<file path="config.mk">
export PLATFORM = sky130hd
export DESIGN_NAME = uart_tx
export DESIGN_NICKNAME = d
export VERILOG_FILES = /design/src/rtl/uart_pkg.sv /design/src/rtl/uart_tx_fsm.sv /design/src/rtl/uart_tx.sv
export SDC_FILE = /design/constraint.sdc
export NUM_CORES = 1
export LEC_CHECK = 0
export CORE_MARGIN = 2
export CORE_UTILIZATION = 53
export CTS_BUF_LIST = sky130_fd_sc_hd__clkbuf_4
export DETAILED_ROUTE_END_ITERATION = 8
export PLACE_DENSITY = 0.89
export SETUP_SLACK_MARGIN = 0.4
export SLEW_MARGIN = 20
export SYNTH_ARGS = -nofsm -noshare
export SYNTH_HDL_FRONTEND = slang
export SYNTH_SLANG_ARGS = --single-unit
</file>
<file path="constraint.sdc">
create_clock -name CLK -period 1.84 [get_ports CLK]
set_input_delay 0.184 -clock CLK [delete_from_list [all_inputs] [get_ports CLK]]
set_output_delay 0.184 -clock CLK [all_outputs]
set_load 0.01 [all_outputs]
</file>
<file path="src/rtl/uart_pkg.sv">
// Shared types and constants for the UART transmitter slice.
package uart_pkg;

  localparam int   DEFAULT_DATA_WIDTH = 8;
  localparam logic LINE_IDLE          = 1'b1;

  typedef enum logic [2:0] {
    IDLE,
    START,
    DATA,
    PARITY,
    STOP
  } uart_state_e;

  // Bit-index width; a one-bit word still needs a one-bit counter.
  function automatic int cnt_width(input int width);
    return (width > 1) ? $clog2(width) : 1;
  endfunction

endpackage

</file>
<file path="src/rtl/uart_tx_fsm.sv">
// Frame sequencer for uart_tx: state register, data bit index and next-state logic.
module uart_tx_fsm
  import uart_pkg::*;
#(
  parameter int   DATA_WIDTH = DEFAULT_DATA_WIDTH,
  localparam int  CNT_W      = cnt_width(DATA_WIDTH)
) (
  input  logic              clk,
  input  logic              srst,
  input  logic              data_valid,
  input  logic              par_en,
  output uart_state_e       state,
  output logic [CNT_W-1:0]  bit_idx
);

  // Exact match on the last index, so the counter never relies on wrapping.
  localparam logic [CNT_W-1:0] LAST_IDX = CNT_W'(DATA_WIDTH - 1);

  uart_state_e      state_reg, state_next;
  logic [CNT_W-1:0] bit_idx_reg, bit_idx_next;

  always_ff @(posedge clk) begin
    if (srst) begin
      state_reg   <= IDLE;
      bit_idx_reg <= '0;
    end else begin
      state_reg   <= state_next;
      bit_idx_reg <= bit_idx_next;
    end
  end

  always_comb begin
    state_next   = state_reg;
    bit_idx_next = bit_idx_reg;
    case (state_reg)
      IDLE: begin
        bit_idx_next = '0;
        if (data_valid) begin
          state_next = START;
        end
      end
      START: begin
        state_next   = DATA;
        bit_idx_next = '0;
      end
      DATA: begin
        if (bit_idx_reg == LAST_IDX) begin
          state_next   = par_en ? PARITY : STOP;
          bit_idx_next = '0;
        end else begin
          bit_idx_next = bit_idx_reg + 1'b1;
        end
      end
      PARITY: state_next = STOP;
      STOP:   state_next = IDLE;
      default: begin
        state_next   = IDLE;
        bit_idx_next = '0;
      end
    endcase
  end

  assign state   = state_reg;
  assign bit_idx = bit_idx_reg;

endmodule

</file>
<file path="src/rtl/uart_tx.sv">
// UART transmitter running at one bit per CLK: start, LSB-first data, optional parity, stop.
module uart_tx
  import uart_pkg::*;
#(
  parameter int   DATA_WIDTH = DEFAULT_DATA_WIDTH,
  parameter logic START_BIT  = 1'b0,
  parameter logic STOP_BIT   = 1'b1
) (
  input  logic                  CLK,
  input  logic                  RST,
  input  logic [DATA_WIDTH-1:0] P_DATA,
  input  logic                  DATA_VALID,
  input  logic                  PAR_EN,
  input  logic                  PAR_TYP,
  output logic                  TX_OUT,
  output logic                  Busy
);

  localparam int CNT_W = cnt_width(DATA_WIDTH);

  uart_state_e           state;
  logic [CNT_W-1:0]      bit_idx;
  logic [DATA_WIDTH-1:0] data_reg;
  logic                  par_en_reg;
  logic                  par_typ_reg;
  logic                  tx_reg, tx_next;
  logic                  busy_reg, busy_next;
  logic                  accept;

  assign accept = (state == IDLE) && DATA_VALID;

  uart_tx_fsm #(
    .DATA_WIDTH (DATA_WIDTH)
  ) u_fsm (
    .clk        (CLK),
    .srst       (RST),
    .data_valid (DATA_VALID),
    .par_en     (par_en_reg),
    .state      (state),
    .bit_idx    (bit_idx)
  );

  // Frame parameters are captured once and held until the next accept.
  always_ff @(posedge CLK) begin
    if (RST) begin
      data_reg    <= '0;
      par_en_reg  <= 1'b0;
      par_typ_reg <= 1'b0;
    end else if (accept) begin
      data_reg    <= P_DATA;
      par_en_reg  <= PAR_EN;
      par_typ_reg <= PAR_TYP;
    end
  end

  // The line lags the state by one edge, which keeps both outputs registered.
  always_comb begin
    tx_next   = LINE_IDLE;
    busy_next = 1'b1;
    case (state)
      IDLE:    busy_next = 1'b0;
      START:   tx_next   = START_BIT;
      DATA:    tx_next   = data_reg[bit_idx];
      PARITY:  tx_next   = (^data_reg) ^ par_typ_reg;
      STOP:    tx_next   = STOP_BIT;
      default: busy_next = 1'b0;
    endcase
  end

  always_ff @(posedge CLK) begin
    if (RST) begin
      tx_reg   <= LINE_IDLE;
      busy_reg <= 1'b0;
    end else begin
      tx_reg   <= tx_next;
      busy_reg <= busy_next;
    end
  end

  assign TX_OUT = tx_reg;
  assign Busy   = busy_reg;

endmodule

</file>
-- After elaboration in Yosys (flattened, before gate mapping)
Cells that the tools add are included.
- bits in registers: 18
- input port bits: 13
- output and inout port bits: 2
- logic and storage cells: 33
- add/subtract/negate cells: 1
- magnitude comparators: 1
- eq/ne operators: 7
- mux-type cells: 10
- bitwise gates (word level): 1
- reductions and logical operators: 6
- operator list (cell ; number):
    $mux W3 ; 4
    $pmux W3 S4 ; 1
    $reduce_xor A8 Y1 ; 1
    $eq A3 B2 Y1 const B ; 2
    $eq A3 B3 Y1 const B ; 2
    $pmux W3 S2 ; 1
    $lt A3 B4 Y1 const B ; 1
    $reduce_or A4 Y1 ; 1
    $add A3 B1 Y3 const B ; 1
    $bmux W1 S3 ; 1
    $eq A3 B1 Y1 const B ; 1
    $logic_not A3 Y1 ; 1
    $pmux W1 S3 ; 1
    $mux W1 ; 2
    $ne A2 B1 Y1 const B ; 1
    $ne A2 B2 Y1 const B ; 1
    $reduce_and A2 Y1 ; 1
    $reduce_or A2 Y1 ; 1
    $logic_and A1 B1 Y1 ; 1
    $xor A1 B1 Y1 ; 1

-- Longest topological paths before layout
Gate-level depths: netlist of the first run.
- depth after elaboration: 3
- mapped depth: 6
- gate-level depth less buffers: 6

-- By module
A second synthesis of the first run with hierarchy kept.
- cell total of the unflattened synthesis: 98
- area, all modules: 940.9 µm²
- modules (own cells, without submodules) (module ; instances ; cells each ; area each (µm²) ; sequential area each (µm²)):
    uart_tx ; 1 ; 65 ; 605.6 ; 240.2
    uart_tx_fsm ; 1 ; 33 ; 335.3 ; 120.1

-- Worst setup path before layout of the first run
Ideal clock, no wire load.
- kind: reg2reg
- start: register u_fsm.bit_idx_reg[0] (netlist: u_fsm.bit_idx[0])
- end: register tx_reg (netlist: TX_OUT)
- setup time: 0.130 ns
- arrival: 1.203 ns
- required time: 1.710 ns
- slack: 0.507 ns
- stages on the path, launching flop included: 4
- buffers on the path: 0
- clock period less this slack: 1.333 ns
- path through: dfxtp_1 > mux4_2 > o2111ai_2 > o211ai_2
- longest elaborated chain between the ends: 3
- RTL lines (item ; RTL line ; RTL):
    start: declaration ; uart_tx_fsm.sv:20 ; logic [CNT_W-1:0] bit_idx_reg, bit_idx_next;
    start signal: assignment ; uart_tx_fsm.sv:28 ; bit_idx_reg <= bit_idx_next;
    $bmux W1 S3 ; uart_tx.sv:63 ; DATA: tx_next = data_reg[bit_idx];
    $mux W1 (not written as such) ; uart_tx.sv:63 ;
    $pmux W1 S3 ; uart_tx.sv:60 ; case (state)
    end signal: assignment ; uart_tx.sv:75 ; tx_reg <= tx_next;
    end: declaration ; uart_tx.sv:26 ; logic tx_reg, tx_next;
Every way passes these cells. The select of a mux whose other input is x is not followed.
A chain may end at the register's enable or synchronous reset.

-- Worst setup path in the final report of the first run
- start: register data_reg[2]
- end: register tx_reg (netlist: TX_OUT)
- longest elaborated chain between the ends: 3
- elaborated cells between the ends (all ways): 5
- those cells by class: mux (3); bitwise (1); reduce/logical (1)
- RTL lines (item ; RTL line ; RTL):
    start: declaration ; uart_tx.sv:23 ; logic [DATA_WIDTH-1:0] data_reg;
    start signal: assignment ; uart_tx.sv:46 ; data_reg <= '0;
    start signal: assignment ; uart_tx.sv:50 ; data_reg <= P_DATA;
    $bmux W1 S3 or $reduce_xor A8 Y1 (tied branches) ; uart_tx.sv:63, uart_tx.sv:64 ;
    $mux W1 (not written as such) or $xor A1 B1 Y1 (tied branches) ; uart_tx.sv:63, uart_tx.sv:64 ;
    $pmux W1 S3 * ; uart_tx.sv:60 ;
Mark *: on every way between the ends. The rest lies on a longest branch, timed or not. The select of a mux whose other input is x is not followed.

==> results of run 1 <==
==> cell usage in the layout, fill, tap and decap left out <==
master,n
nor3_1,6
clkinv_1,1
nor3b_2,2
dfxtp_4,1
o211ai_2,1
mux4_2,1
inv_1,2
clkdlybuf4s50_1,14
ha_1,2
xnor3_1,1
a211oi_1,1
dfxtp_2,2
nand3b_1,2
a2bb2oi_1,2
nand2_1,22
nand3_1,2
o2111ai_2,1
a21oi_1,14
nand2b_1,2
o21ai_0,1
buf_4,1
dfxtp_1,15
mux2i_2,1
nor2_1,9
mux2i_1,2
clkbuf_4,3
xnor2_2,2
and3_2,1
xnor2_1,4
==> layout make-up <==
| class | count | share of cell area (%) |
|---|---|---|
| multi-input combinational | 79 | 47.6 |
| sequential | 18 | 33.8 |
| timing repair buffer | 15 | 13.6 |
| clock buffer | 3 | 2.08 |
| tap | 16 | 1.85 |
| inverter | 2 | 0.693 |
| clock inverter | 1 | 0.346 |
==> worst max-delay path by stage <==
stage                                start          endpoint  slack [ns]  depth (start not counted)
after detailed placement  u_fsm.bit_idx[1]  u_fsm.bit_idx[1]        0.41                          6
final                          data_reg[2]            TX_OUT        0.45                          4
after global routing      u_fsm.bit_idx[0]  u_fsm.bit_idx[1]        0.37                          6
after CTS                 u_fsm.bit_idx[0]  u_fsm.bit_idx[1]        0.41                          6
after floorplan           u_fsm.bit_idx[0]            TX_OUT        0.51                          3
after global placement    u_fsm.bit_idx[0]            TX_OUT        0.48                          3
==> worst register-to-register path: cells and delay by family, from the launching register on <==
family         cells  cell delay (ns)
AO/OA/AOI/OAI      1             0.08
XOR/XNOR           3             0.80
flip-flops         1             0.40
==> stage by stage <==
stage,instance area (um^2),cells,total power [mW]
finish,1080,134,0.874
global route,1080,134,0.919
CTS,1060,134,0.860
detailed placement,1030,130,0.652
global placement,1030,130,0.640
floorplan,883,103,0.590
==> cell usage after synthesis <==
library cell | n | share of area [%]
ha_1 | 2 | 2.8
mux2i_1 | 3 | 3.4
dfxtp_1 | 18 | 41
mux4_2 | 1 | 2.5
nand2_1 | 22 | 9.3
o2111ai_2 | 1 | 1.7
and3_1 | 1 | 0.71
a21oi_1 | 14 | 7.9
inv_1 | 2 | 0.85
xnor2_2 | 1 | 1.8
a2bb2oi_1 | 2 | 2.0
nor3_1 | 6 | 3.4
buf_2 | 2 | 1.1
buf_1 | 1 | 0.42
o21ai_0 | 1 | 0.57
clkbuf_1 | 1 | 0.42
nand2b_1 | 2 | 1.4
o211ai_2 | 1 | 1.4
nor2_1 | 9 | 3.8
nor3b_1 | 1 | 0.85
xnor2_1 | 5 | 5.0
nor3b_2 | 1 | 1.4
a211oi_1 | 1 | 0.85
nand3_1 | 2 | 1.1
nand3b_1 | 2 | 1.7
xnor3_1 | 1 | 2.5
==> layer usage <==
layer / wire (um) / part of all wire [%] / vias to the layer above
met5: 0 / 0 / -
met4: 67 / 3.5 / 0
met3: 119 / 6.3 / 9
met2: 932 / 49 / 31
met1: 774 / 41 / 343
li1: - / - / 383
==> cell families after synthesis <==
family / count (synthesis) / share of synthesized area (%)
fa+ha+maj: 2 / 2.83
buf+inv: 6 / 2.83
flops: 18 / 40.8
xor+xnor: 7 / 9.35
simple gates: 46 / 23.8
mux: 4 / 5.95
compound gates: 20 / 14.4
==> power breakdown <==
group	switching [mW]	leakage, nW	internal [mW]
combinational	0.0953	0.238	0.117
sequential	0.0338	0.149	0.417
clock	0.132	0.0154	0.0794
total	0.261	0.402	0.613
==> what timing repair did <==
action | CTS | global route
resized for setup | 1 | 7
pin swaps | 0 | 0
hold buffers | 0 | 0
setup endpoints to repair | 1 | 15
==> qor.csv, run 1 <==
stage,metric,value,unit
setup_path,CP Max Fanout,3,
cts,CTS tree,done,
global_routing,number of global-route vias before repair,770,
status,status,completed,
global_routing,met1 usage in global routing,26.6,%
sta,Worst Skew,0.00447,ns
setup_path,Required @ worst endpoint,2.03,ns
final_layout,Final nets,134,
final_layout,area of the multi-input gates,515,um^2
cts,Num Clock Sinks,18,
setup_path,endpoint class of the critical path,flip-flop,
setup_path,slowest CP cell,xnor3_1,
global_routing,Total GRT Usage,23.1,%
yosys,Post-Syn Nets,118,
global_routing,total gr overflow,0,
yosys,Avg Inst Size Synth,8.58,um^2
routing,vias per inst,5.72,
routing,Avg WL per Cell,14.1,um
routing,number of DRC markers in iteration 0,36,
yosys,post-synthesis sequential area ratio,40.8,%
sta,unrepaired setup endpoints after global routing,true,
global_routing,met2 usage in global routing,39.4,%
floorplan,die area,2010,um^2
power_and_ir_drop,Cell Pwr Density,807,nW/um^2
routing,First-pass DRT Iterations,4,
yosys,post-synthesis cell type count,26,
routing,drc violations,0,
setup_path,CP peak stage delay,0.45,ns
routing,Vias,766,
global_routing,met3 global-route usage,4.80,%
global_routing,Top Usage Layer GRT,met2,
final_layout,share of cells above drive strength 1,13.6,%
yosys,Synth Register Bits,18,
min_path,Hold Crit Start,PAR_EN,
setup_path,CP top delay family,XOR/XNOR gates,
floorplan,num rows,14,
setup_path,"Worst Path Class, Setup",flip-flop to flip-flop,
sta,final hold violations,0,
setup_path,flop-to-flop setup slack,0.45,ns
sta,Final min period,1.39,ns
cts,Setup Buffers After CTS,0,
min_path,Hold Crit Depth,3,
sta,maximum clock frequency,718,MHz
cts,clock root buffer,clkbuf_4,
placed_design,GPL Wtd Cong,0.766,
cts,"CTS clk-pin slew, worst paths",0.11,ns
routing,WL final,1890,um
setup_path,worst endpoint data arrival time,1.59,ns
flow_run,count of maximum capacitance violations,0,
setup_path,crit start category,flip-flop,
floorplan,total core area,1540,um^2
floorplan,initial core utilization,57.3,%
floorplan,Die Ht,44.8,um
placed_design,pre-CTS WS,0.406,ns
power_and_ir_drop,worst vdd ir,638,uV
setup_path,r2r startpoint,data_reg[2],
final_layout,P&R area growth vs syn,22.7,%
yosys,YS warnings,0,
floorplan,chip width,44.8,um
sta,WHS,0.408,ns
yosys,synthesized cell area,883,um^2
sta,period utilization,75.7,%
routing,Antenna Nets Post-Route,0,
final_layout,Final Util,70.3,%
sta,Final Setup Violations,0,
placed_design,detailed-placement wirelength estimate,1370,um
cts,CTS H-tree lvls,1,
sta,max-slew headroom at the worst pin,73.4,%
global_routing,largest net degree at the start of global routing,13,
final_layout,register area,367,um^2
final_layout,Largest register FFs,8,
global_routing,initial antenna violation count,0,
min_path,hold crit path type,primary input to flip-flop,
global_routing,global-route wire length before repair,3280,um
sta,max-slew violation count,0,
min_path,Hold Path End,par_en_reg,
setup_path,FF-to-FF End,TX_OUT,
setup_path,Reg2Reg Depth,4,
power_and_ir_drop,Lkg Pwr,0.402,nW
sta,setup tns final,0,ns
cts,Skew-Pair Late Insertion Delay,0.31,ns
setup_path,crit path cell chain,"xnor2_1, xnor3_1, xnor2_2, o211ai_2",
setup_path,CP Buf/Inv Count,0,
placed_design,Buffers on Ports,14,
cts,Clock Path Buffers,2,
sta,Worst-Margin Slew,0.397,ns
yosys,cells after synthesis,103,
final_layout,n_diodes,0,
sta,setup ws final,0.448,ns
floorplan,I/O Pins,15,
cts,Inserted Clock Buffers,3,
final_layout,FILL cells,114,
No activity file was read; power rests on OpenSTA's default activity.
==> inputs of run 2 (changes only) <==
Settings changed: CORE_UTILIZATION 53 to 48, PLACE_DENSITY 0.89 to 0.85.
Clock period 1.84 ns to 1.1 ns, I/O delays scaled along.
==> run 2 against run 1 <==
Flip-flop and latch count did not move. First-iteration DRC count decreased by 42%. The flow now finishes with violations (negative setup slack). Hold slack lost 0.071 ns. Total power rose by 92%. Setup slack worse by 0.67 ns.
==> qor.csv, run 2 (same netlist as run 1, synthesis figures left out) <==
stage,metric,value,unit,change
status,status,"complete, but fails checks",,was completed
status,failing checks,negative setup slack,,
placed_design,placed instance area,1180,um^2,was 1030 um^2
final_layout,Final nets,149,,was 134
sta,setup ws final,-0.224,ns,was 0.448 ns
sta,Worst Skew,0.00943,ns,was 0.00447 ns
final_layout,share of cells above drive strength 1,55.6,%,was 13.6%
cts,clock root buffer,clkbuf_4,,unchanged
setup_path,"Worst Path Class, Setup",flip-flop to flip-flop,,unchanged
placed_design,pre-CTS WS,-0.245,ns,was 0.406 ns
placed_design,Buffers on Ports,14,,unchanged
routing,M1 WL,1060,um,was 774 um
final_layout,area of the multi-input gates,712,um^2,was 515 um^2
routing,top routing layer used,met4,,unchanged
routing,First-pass DRT Iterations,4,,unchanged
sta,Final min period,1.32,ns,was 1.39 ns
sta,max-slew violation count,0,,unchanged
power_and_ir_drop,total power,1.68,mW,was 874 uW
final_layout,FILL cells,81,,was 114
floorplan,Die Ht,46.9,um,was 44.8 um
floorplan,chip width,46.9,um,was 44.8 um
routing,Antenna Nets Post-Route,0,,unchanged
sta,final hold violations,0,,unchanged
routing,met3 wire length,84,um,was 119 um
placed_design,detailed-placement wirelength estimate,1410,um,was 1370 um
floorplan,die area,2200,um^2,was 2010 um^2
final_layout,register area,385,um^2,was 367 um^2
flow_run,count of maximum capacitance violations,0,,unchanged
floorplan,initial core utilization,51.2,%,was 57.3%
setup_path,Worst Setup SP,data_reg[1],,was data_reg[2]
sta,Final Setup Violations,16,,was 0
cts,Skew-Pair Late Insertion Delay,0.32,ns,was 0.31 ns
global_routing,number of global-route vias before repair,840,,was 770
routing,Avg WL per Cell,17.6,um,was 14.1 um
min_path,hold crit path type,primary input to flip-flop,,unchanged
routing,vias per inst,5.41,,was 5.72
routing,Met2 Wirelength,1560,um,was 932 um
cts,CTS H-tree lvls,1,,unchanged
cts,CTS tree,done,,unchanged
placed_design,GPL Wtd Cong,0.805,,was 0.766
global_routing,initial antenna violation count,0,,unchanged
sta,Worst-Margin Slew,0.269,ns,was 0.397 ns
final_layout,P&R area growth vs syn,63.5,%,was 22.7%
setup_path,Required @ worst endpoint,1.30,ns,was 2.03 ns
global_routing,largest net degree at the start of global routing,18,,was 13
global_routing,global-route wire length before repair,3580,um,was 3280 um
floorplan,total core area,1730,um^2,was 1540 um^2
final_layout,Largest register FFs,8,,unchanged
sta,WHS,0.337,ns,was 0.408 ns
sta,max-slew headroom at the worst pin,81.9,%,was 73.4%
setup_path,endpoint class of the critical path,flip-flop,,unchanged
min_path,Hold Crit Start,P_DATA[2],,was PAR_EN
final_layout,most frequent cells in the layout,"12 x clkdlybuf4s50_1, 12 x buf_4, 11 x nand2_1, 11 x a21oi_2, 8 x dfxtp_1",,"was 22 x nand2_1, 15 x dfxtp_1, 14 x a21oi_1, 14 x clkdlybuf4s50_1, 9 x nor2_1"
global_routing,total gr overflow,0,,unchanged
setup_path,CP Max Fanout,3,,unchanged
routing,Vias,854,,was 766
floorplan,num rows,15,,was 14
cts,"CTS clk-pin slew, worst paths",0.12,ns,was 0.11 ns
global_routing,Total GRT Usage,24.0,%,was 23.1%
power_and_ir_drop,Cell Pwr Density,1160,nW/um^2,was 807 nW/um^2
routing,WL final,2780,um,was 1890 um
setup_path,crit start category,flip-flop,,unchanged
routing,drc violations,0,,unchanged
final_layout,n_diodes,0,,unchanged
cts,Inserted Clock Buffers,3,,unchanged
setup_path,worst endpoint data arrival time,1.53,ns,was 1.59 ns
cts,Clock Path Buffers,2,,unchanged
cts,cts hold-fix bufs,0,,unchanged
power_and_ir_drop,Lkg Pwr,0.539,nW,was 0.402 nW
routing,number of DRC markers in iteration 0,21,,was 36
power_and_ir_drop,worst vdd ir,1110,uV,was 638 uV
floorplan,I/O Pins,15,,unchanged
setup_path,r2r startpoint,data_reg[1],,was data_reg[2]
final_layout,Final Cell Area,1440,um^2,was 1080 um^2
sta,period utilization,120,%,was 75.7%
sta,maximum clock frequency,756,MHz,was 718 MHz
sta,unrepaired setup endpoints after global routing,true,,unchanged
cts,Num Clock Sinks,18,,unchanged
[run 2: cell types whose count changed in the layout (fill, tap and decap cells not counted), moves of 4 or more]
cell     before  now
nand2_1      22   11
nand2_2       0    5
buf_4         1   12
dfxtp_4       1    5
nor3_1        6    2
dfxtp_1      15    8
a21oi_1      14    3
a21oi_2       0   11
nand2_4       0    6
[run 2: per-layer routing]
metal / vias to the layer above / global-route usage, %
met5: - / 0
met4: 0 / 10.6
met3: 7 / 3.46
met2: 27 / 41.6
met1: 404 / 29.4
li1: 416 / -
[run 2: layout make-up]
class	instances	area share (%)
Multi-Input combinational cell	79	49.3
Sequential cell	18	26.7
Timing Repair Buffer	30	19.3
Tap cell	25	2.17
Clock buffer	3	1.56
Inverter	2	0.693
Clock inverter	1	0.260
[run 2: timing repair]
action	CTS	global route
cloned	1	0
setup buffers	2	1
pin swaps	11	17
setup endpoints to repair	20	20
resized for setup	36	29
[run 2: power breakdown]
part           total [mW]  switching (mW)  internal, mW
combinational       0.546           0.251         0.295
sequential          0.761          0.0637         0.697
clock               0.371           0.238         0.133
[run 2: worst paths after layout]
path            endpoint  slack, ns  cells after the start
max               TX_OUT      -0.22                      4
max reg2reg       TX_OUT      -0.22                      4
min reg2reg  data_reg[2]       0.49                      2
min          data_reg[2]       0.34                      3
[run 2: worst max-delay path, cell delays in order (launching register included)]
cell,delay (ns)
dfxtp_2,0.36
xnor2_1,0.16
xnor3_1,0.45
xnor2_2,0.16
o211ai_2,0.09
[run 2: per-stage QoR]
step,utilization [%],instances,TNS [ns]
after global placement,68.1,150,-1.50
after floorplan,-,103,-0.436
after detailed placement,68.1,150,-2.03
after CTS,76.4,157,-0.603
final,83.6,158,-1.14
after global routing,83.6,158,-1.78
